### src/rtl/led_snake_pkg.sv
// Shared types and constants for the LED stripe frame sequencer.
// Channel scaling helper is used only with LED_GLOBAL_BRIGHTNESS_EN.
package led_snake_pkg;

    typedef enum logic [2:0] {
        ST_IDLE     = 3'd0,
        ST_FETCH    = 3'd1,
        ST_LOAD     = 3'd2,
        ST_SCALE    = 3'd3,
        ST_SHIFT    = 3'd4,
        ST_DONE     = 3'd5,
        ST_WAIT_RST = 3'd6
    } state_e;

    localparam int BITS_PER_LED = 24;
    localparam int G_MSB        = 23;
    localparam int R_MSB        = 15;
    localparam int B_MSB        = 7;

    // Unsigned 16-bit product, keep the upper byte (truncating divide by 256).
    function automatic logic [7:0] scale_ch(input logic [7:0] ch,
                                            input logic [7:0] br);
        logic [15:0] prod;
        prod = 16'(ch) * 16'(br);
        return prod[15:8];
    endfunction

endpackage

### src/rtl/led_pixel_scaler.sv
// Combinational global-brightness scaling of one GRB pixel word.
// Instantiated only when LED_GLOBAL_BRIGHTNESS_EN is defined.
module led_pixel_scaler
    import led_snake_pkg::*;
(
    input  logic [23:0] pix_i,
    input  logic [7:0]  bright_i,
    output logic [23:0] pix_o
);

    assign pix_o = {scale_ch(pix_i[G_MSB -: 8], bright_i),
                    scale_ch(pix_i[R_MSB -: 8], bright_i),
                    scale_ch(pix_i[B_MSB -: 8], bright_i)};

endmodule

### src/rtl/led_frame_sequencer.sv
// Frame sequencer: fetches GRB pixels and serialises them MSB-first.
// Optional global brightness scaling via LED_GLOBAL_BRIGHTNESS_EN.
module led_frame_sequencer
    import led_snake_pkg::*;
#(
    parameter int NUM_LEDS = 64,
    parameter int ADDR_W   = 6
) (
    input  logic              clk,
    input  logic              rstn,
    input  logic              frame_start,
    output logic              frame_busy,
    output logic              frame_done,
    output logic              pix_rd_en,
    output logic [ADDR_W-1:0] pix_addr,
    input  logic [23:0]       pix_data,
    input  logic              new_bit_rqst,
    output logic              bit_to_transmit,
    output logic              all_bits_shifted,
    input  logic              new_frame_rqst,
    output logic              bit_underrun
`ifdef LED_GLOBAL_BRIGHTNESS_EN
    ,
    input  logic [7:0]        brightness
`endif
);

    localparam logic [ADDR_W-1:0] LED_LAST = ADDR_W'(NUM_LEDS - 1);
    localparam logic [4:0]        BIT_LAST = 5'(BITS_PER_LED - 1);

    state_e            state_q, state_d;
    logic [23:0]       shift_q, shift_d;
    logic [4:0]        bit_cnt_q, bit_cnt_d;
    logic [ADDR_W-1:0] led_cnt_q, led_cnt_d;
    logic              busy_q, busy_d;
    logic              done_q, done_d;
    logic              underrun_q, underrun_d;

`ifdef LED_GLOBAL_BRIGHTNESS_EN
    logic [7:0]  bright_q, bright_d;
    logic [23:0] pix_scaled;

    led_pixel_scaler u_scaler (
        .pix_i    (shift_q),
        .bright_i (bright_q),
        .pix_o    (pix_scaled)
    );
`endif

    always_ff @(posedge clk or negedge rstn) begin
        if (!rstn) begin
            state_q    <= ST_IDLE;
            shift_q    <= '0;
            bit_cnt_q  <= '0;
            led_cnt_q  <= '0;
            busy_q     <= 1'b0;
            done_q     <= 1'b0;
            underrun_q <= 1'b0;
`ifdef LED_GLOBAL_BRIGHTNESS_EN
            bright_q   <= '0;
`endif
        end else begin
            state_q    <= state_d;
            shift_q    <= shift_d;
            bit_cnt_q  <= bit_cnt_d;
            led_cnt_q  <= led_cnt_d;
            busy_q     <= busy_d;
            done_q     <= done_d;
            underrun_q <= underrun_d;
`ifdef LED_GLOBAL_BRIGHTNESS_EN
            bright_q   <= bright_d;
`endif
        end
    end

    always_comb begin
        state_d    = state_q;
        shift_d    = shift_q;
        bit_cnt_d  = bit_cnt_q;
        led_cnt_d  = led_cnt_q;
        busy_d     = busy_q;
        done_d     = 1'b0;
        underrun_d = underrun_q;
`ifdef LED_GLOBAL_BRIGHTNESS_EN
        bright_d   = bright_q;
`endif
        unique case (state_q)
            ST_IDLE: begin
                if (frame_start) begin
                    state_d    = ST_FETCH;
                    busy_d     = 1'b1;
                    led_cnt_d  = '0;
                    underrun_d = 1'b0;
`ifdef LED_GLOBAL_BRIGHTNESS_EN
                    bright_d   = brightness;
`endif
                end
            end
            ST_FETCH: begin
                state_d = ST_LOAD;
                if (new_bit_rqst) underrun_d = 1'b1;
            end
            ST_LOAD: begin
                shift_d   = pix_data;
                bit_cnt_d = '0;
`ifdef LED_GLOBAL_BRIGHTNESS_EN
                state_d   = ST_SCALE;
`else
                state_d   = ST_SHIFT;
`endif
                if (new_bit_rqst) underrun_d = 1'b1;
            end
            ST_SCALE: begin
`ifdef LED_GLOBAL_BRIGHTNESS_EN
                shift_d = pix_scaled;
                state_d = ST_SHIFT;
                if (new_bit_rqst) underrun_d = 1'b1;
`else
                state_d = ST_IDLE;
`endif
            end
            ST_SHIFT: begin
                if (new_bit_rqst) begin
                    if (bit_cnt_q != BIT_LAST) begin
                        shift_d   = {shift_q[22:0], 1'b0};
                        bit_cnt_d = bit_cnt_q + 5'd1;
                    end else if (led_cnt_q != LED_LAST) begin
                        led_cnt_d = led_cnt_q + ADDR_W'(1);
                        state_d   = ST_FETCH;
                    end else begin
                        state_d = ST_DONE;
                    end
                end
            end
            ST_DONE: begin
                state_d = ST_WAIT_RST;
                if (new_bit_rqst) underrun_d = 1'b1;
            end
            ST_WAIT_RST: begin
                if (new_bit_rqst) underrun_d = 1'b1;
                if (new_frame_rqst) begin
                    done_d  = 1'b1;
                    busy_d  = 1'b0;
                    state_d = ST_IDLE;
                end
            end
            default: state_d = ST_IDLE;
        endcase
    end

    assign frame_busy       = busy_q;
    assign frame_done       = done_q;
    assign pix_rd_en        = (state_q == ST_FETCH);
    assign pix_addr         = led_cnt_q;
    assign bit_to_transmit  = (state_q == ST_SHIFT) & shift_q[23];
    assign all_bits_shifted = (state_q == ST_DONE);
    assign bit_underrun     = underrun_q;

endmodule

### config.mk
export PLATFORM = sky130hd
export DESIGN_NAME = led_frame_sequencer
export DESIGN_NICKNAME = d
export VERILOG_FILES = /design/src/rtl/led_snake_pkg.sv /design/src/rtl/led_pixel_scaler.sv /design/src/rtl/led_frame_sequencer.sv
export SDC_FILE = /design/constraint.sdc
export NUM_CORES = 1
export LEC_CHECK = 0
export CELL_PAD_IN_SITES_DETAIL_PLACEMENT = 0
export CELL_PAD_IN_SITES_GLOBAL_PLACEMENT = 1
export CORE_MARGIN = 2
export CORE_UTILIZATION = 37
export DETAILED_ROUTE_END_ITERATION = 12
export PLACE_DENSITY = 0.73
export SLEW_MARGIN = 30
export SYNTH_ARGS = -nofsm -noshare
export SYNTH_HDL_FRONTEND = slang
export SYNTH_SLANG_ARGS = --single-unit
### constraint.sdc
create_clock -name clk -period 1.8 [get_ports clk]
set_input_delay 0.27 -clock clk [delete_from_list [all_inputs] [get_ports clk]]
set_output_delay 0.27 -clock clk [all_outputs]
set_load 0.02 [all_outputs]
-- Yosys cells after proc, flatten, opt, wreduce, memory -nomap -nowiden
Index checks and enable logic that the tools add are counted.
- register bits after elaboration: 41
- input bits: 29
- $add $sub $neg: 2
- equal/unequal tests: 14
- muxes and demuxes: 25
- bitwise operators: 1
- reductions and logical operators: 11
- operator list (cell ; number):
    $mux W24 ; 2
    $pmux W24 S2 ; 1
    $mux W6 ; 4
    $pmux W3 S6 ; 1
    $mux W3 ; 5
    $ne A2 B2 Y1 const B ; 6
    $pmux W6 S2 ; 1
    $mux W5 ; 2
    $pmux W5 S2 ; 1
    $eq A3 B3 Y1 const B ; 3
    $reduce_and A3 Y1 ; 3
    $reduce_bool A2 Y1 ; 4
    $add A6 B1 Y6 const B ; 1
    $mux W1 ; 6
    $ne A6 B6 Y1 const B ; 1
    $add A5 B1 Y5 const B ; 1
    $ne A5 B5 Y1 const B ; 1
    $reduce_and A5 Y1 ; 1
    $pmux W1 S2 ; 2
    $reduce_and A4 Y1 ; 1
    $reduce_or A4 Y1 ; 1
    $eq A3 B1 Y1 const B ; 1
    $eq A3 B2 Y1 const B ; 1
    $logic_not A3 Y1 ; 1
    2 further kinds ; 2

-- Logic depth before layout (Yosys ltp)
Gate-level depths: netlist (run 1).
- depth in word-level cells: 5
- depth in mapped cells: 8

-- Worst setup path before layout (run 1)
Ideal clock, no wire load.
- path kind: reg-to-reg
- from: register state_q[0]
- to: register shift_q[15]
- arrival: 1.753 ns
- required time: 1.675 ns
- path slack: -0.078 ns
- cell stages (with the launch flop): 9
- period minus slack after synthesis: 1.878 ns
- cells stage by stage: dfrtp_1 -> inv_1 -> ha_1 -> and2_4 -> buf_6 -> a21o_4 -> o21ai_4 -> buf_8 -> mux2_4
- longest elaborated chain between the ends: 3
- ends and longest elaborated chain (item ; line ; source):
    start: declaration ; led_frame_sequencer.sv:31 ; state_e state_q, state_d;
    start signal: assignment ; led_frame_sequencer.sv:63 ; state_q <= state_d;
    $eq A3 B3 Y1 / $eq A3 B2 Y1 (equally long branches) ; led_frame_sequencer.sv:87 ; unique case (state_q)
    $ne A2 B2 Y1 (no line) / $reduce_bool A2 Y1 (equally long branches) ; -- ;
    $reduce_and A3 Y1 (no line) ; -- ;
    end signal: assignment ; led_frame_sequencer.sv:64 ; shift_q <= shift_d;
    end: declaration ; led_frame_sequencer.sv:32 ; logic [23:0] shift_q, shift_d;
Several ways; a longest one is shown, not always the timed one.
A chain may end at the register's enable or synchronous reset.

-- Final worst setup path (run 1)
- from: register state_q[0]
- to: register shift_q[9]
Same word-level chain as after synthesis.

==> metrics, run 1 <==
CTS H-tree depth=2; layout cells sized above 1=22.89%; Iteration-0 DRC Markers=102; outcome=complete, no violations; maximum vdd drop=879.8 µV; post-synth top area cell=dfrtp_1; reg2reg end=shift_q[9]; clk root buf=clkbuf_8; Setup crit end kind=flop; row count=28; die height=82.97 µm; Int Pwr=3302 µW; DRC violations left=0; Setup Buffers After CTS=0; Switch Pwr=1841 µW; total wire length=4654 µm; synth unique cells=41; Remaining Overflow, GRT=0; P_leak=0.001492 µW; Final #Nets=319; Worst Max-Slew Pin Slew=0.5377 ns; Final setup viols=0; Yosys warnings=0; Req. time, crit path=1.98 ns; Clock Skew=0.008487 ns; delay-heaviest family, CP=flip-flops; initial antenna violation count=0; TritonCTS clock tree=done; top cell type's share of synthesized area=44.47%; Post-Syn Instances=229; clock-pin slew of the registers on the worst-case setup and hold paths=0.08 ns; critical path cell sequence=inv_2 -> ha_1 -> and2b_1 -> a21o_4 -> o21ai_4 -> buf_12 -> mux2_4; DR pass1 iterations=4; area of the mapped netlist=2307 µm²; # diodes=0; first-pass GRT wire length=8017 µm; R2R Setup Slk=0.03 ns; largest net degree at the start of global routing=42; die area=6883 µm²; sequential area share after synthesis=44.47%; fin cells=359; post-route ant nets=0; Num CTS Buffers=5; Hold-fix buffers, CTS=0; initial core utilization=38.51%; max cap viols=0; Hold Path Class=in2async; Hold Fails Final Rpt=0; Area Overhead vs Synth=29.99%; max incr delay on CP=0.37 ns; Core Area=5991 µm²; Total GRT Usage=13.99%; Combinational Power Share=54.1%; Main synth FF type=dfrtp_1; Crit path arrival time=1.96 ns; placer congestion estimate=0.7855; Tmin final=1.774 ns; Clk pwr share=14.7%; vias in the first global route=1744; Clock Tree Buf Depth=2; Worst-Skew Late Latency=0.30 ns; slowest cell on the critical path=dfrtp_1; Clock Sinks=41; largest cells by area after synthesis=dfrtp_1, nand2_1, mux2_4; FF-to-FF path depth=7; Slew HR=64.15%; Cells after DPL=351; crit path buf inv count=2; WHS=0.03306 ns; max-slew violations=0; vias per cell=4.947; Synth Register Bits=41; via count=1776; r2r startpoint=state_q[0]; post-DP HPWL=3196 µm; I/O Buffers=40; die width=82.97 µm; CP Launch Type=flop; number of flops mapped to enable cells by yosys=0; total negative slack=0 ns; ys async rst share=100.0%; drt wl/cell=12.96 µm; CP Max Fanout=19; Power per Cell Area=1715 nW/µm²; fmax=0.5637 GHz; Syn Nets=265; post-synthesis area per instance=10.08 µm²; period utilisation layout=98.56%; RSZ-0062 raised after global routing=yes; number of primary I/O pins=41; CP Class=reg2reg; sw frac=35.79%; sequential power share=31.3%; Core Util, Final=50.06%
## worst max-delay path by stage
stage	start	end	slack, ns	cells past startpoint
after floorplan	state_q[0]	shift_q[15]	0.0007	8
after global placement	new_bit_rqst	pix_addr[3]	-0.04	5
after detailed placement	new_bit_rqst	pix_addr[4]	-0.04	5
after CTS	state_q[0]	shift_q[3]	-0.0008	7
after global routing	state_q[1]	shift_q[23]	-0.03	7
final	state_q[0]	shift_q[9]	0.03	7
## cell usage in the layout (no fill, tap or decap), drive strengths merged, types with 2 or more instances in the layout
cell,count
nor2,7
nand2,74
nor2b,2
nand4b,2
clkdlybuf4s15,2
and2,2
mux2i,2
a31oi,2
ha,7
nand2b,3
clkdlybuf4s50,36
a21o,2
a22o,2
inv,4
nand3b,2
a211o,2
and3,6
a21oi,8
clkbuf,6
xor2,2
buf,19
nand3,4
dfrtp,41
and4,2
mux2,27
nand4,3
o21ai,4
## stage by stage
| step | setup slack (ns) | total power [µW] | area [µm²] |
|---|---|---|---|
| after floorplan | 0.0007292 | 3665 | 2320 |
| after CTS | -0.0007905 | 5172 | 2985 |
| after global routing | -0.03200 | 5549 | 2999 |
| final | 0.02586 | 5143 | 2999 |
| after global placement | -0.03809 | 4360 | 2869 |
| after detailed placement | -0.04157 | 4402 | 2869 |
## layer usage
metal  track usage [%]  part of all wire, %  vias to the layer above
met2             20.75                   45                       42
met5                 0                    0                        -
li1                  -                    -                      887
met1             19.99                   49                      840
met4             4.769                  1.5                        0
met3             3.380                  4.4                        7
## state kept, by name, indices dropped and copies added (netlist names)
register and cells:
frame_done 1, pix_addr 6, bit_cnt_q 5, shift_q 24, state_q 3, frame_busy 1
bit_underrun 1
## cell families (layout without fill, tap and decap cells)
group / count (synthesis) / after routing / share of synthesized area [%]
multiplexers: 29 / 29 / 16.81
XOR/XNOR: 2 / 2 / 0.7594
buffers and inverters: 15 / 70 / 4.446
AND/OR/NAND/NOR: 109 / 109 / 21.53
AO/OA/AOI/OAI: 26 / 26 / 8.190
flip-flops: 41 / 41 / 44.47
adder cells (fa/ha/maj): 7 / 7 / 3.796
## power groups by stage
stage | combinational (µW) | sequential [µW] | clock (µW)
final | 2780 | 1610 | 754
after detailed placement | 2790 | 1610 | 0
after global placement | 2740 | 1620 | 0
after floorplan | 2000 | 1660 | 0
after global routing | 3060 | 1670 | 814
after CTS | 2780 | 1610 | 780
## synthesized netlist by cell type, drive strengths merged, types with 2 or more instances
cell	number
a21o	2
and3	6
nor2	7
nand3b	2
nor2b	2
a22o	2
dfrtp	41
inv	4
mux2	27
xor2	2
nand4	3
nand4b	2
clkbuf	4
a31oi	2
nand2b	3
and2	2
nand3	4
nand2	74
a21oi	8
buf	7
ha	7
and4	2
mux2i	2
a211o	2
o21ai	4
## cell type report
class | instances | area, µm²
Multi-Input combinational cell | 173 | 1206
Timing Repair Buffer | 58 | 543.0
Clock buffer | 5 | 68.82
Fill cell | 565 | 2992
Tap cell | 75 | 93.84
Inverter | 4 | 15.01
Sequential cell | 41 | 1026
Clock inverter | 3 | 46.29
## repair_timing
item,4_1_cts,5_1_grt
gates resized for setup,8,6
setup endpoints to repair,9,27
hold endpoints to repair,0,0
(Power assumes the default switching activity.)
==> inputs of run 2 (changes only) <==
Settings changed: CTS_CLUSTER_SIZE from default to 8.
==> results of run 2 <==
No change in the layout: final DEF, timing and power equal those of run 1.
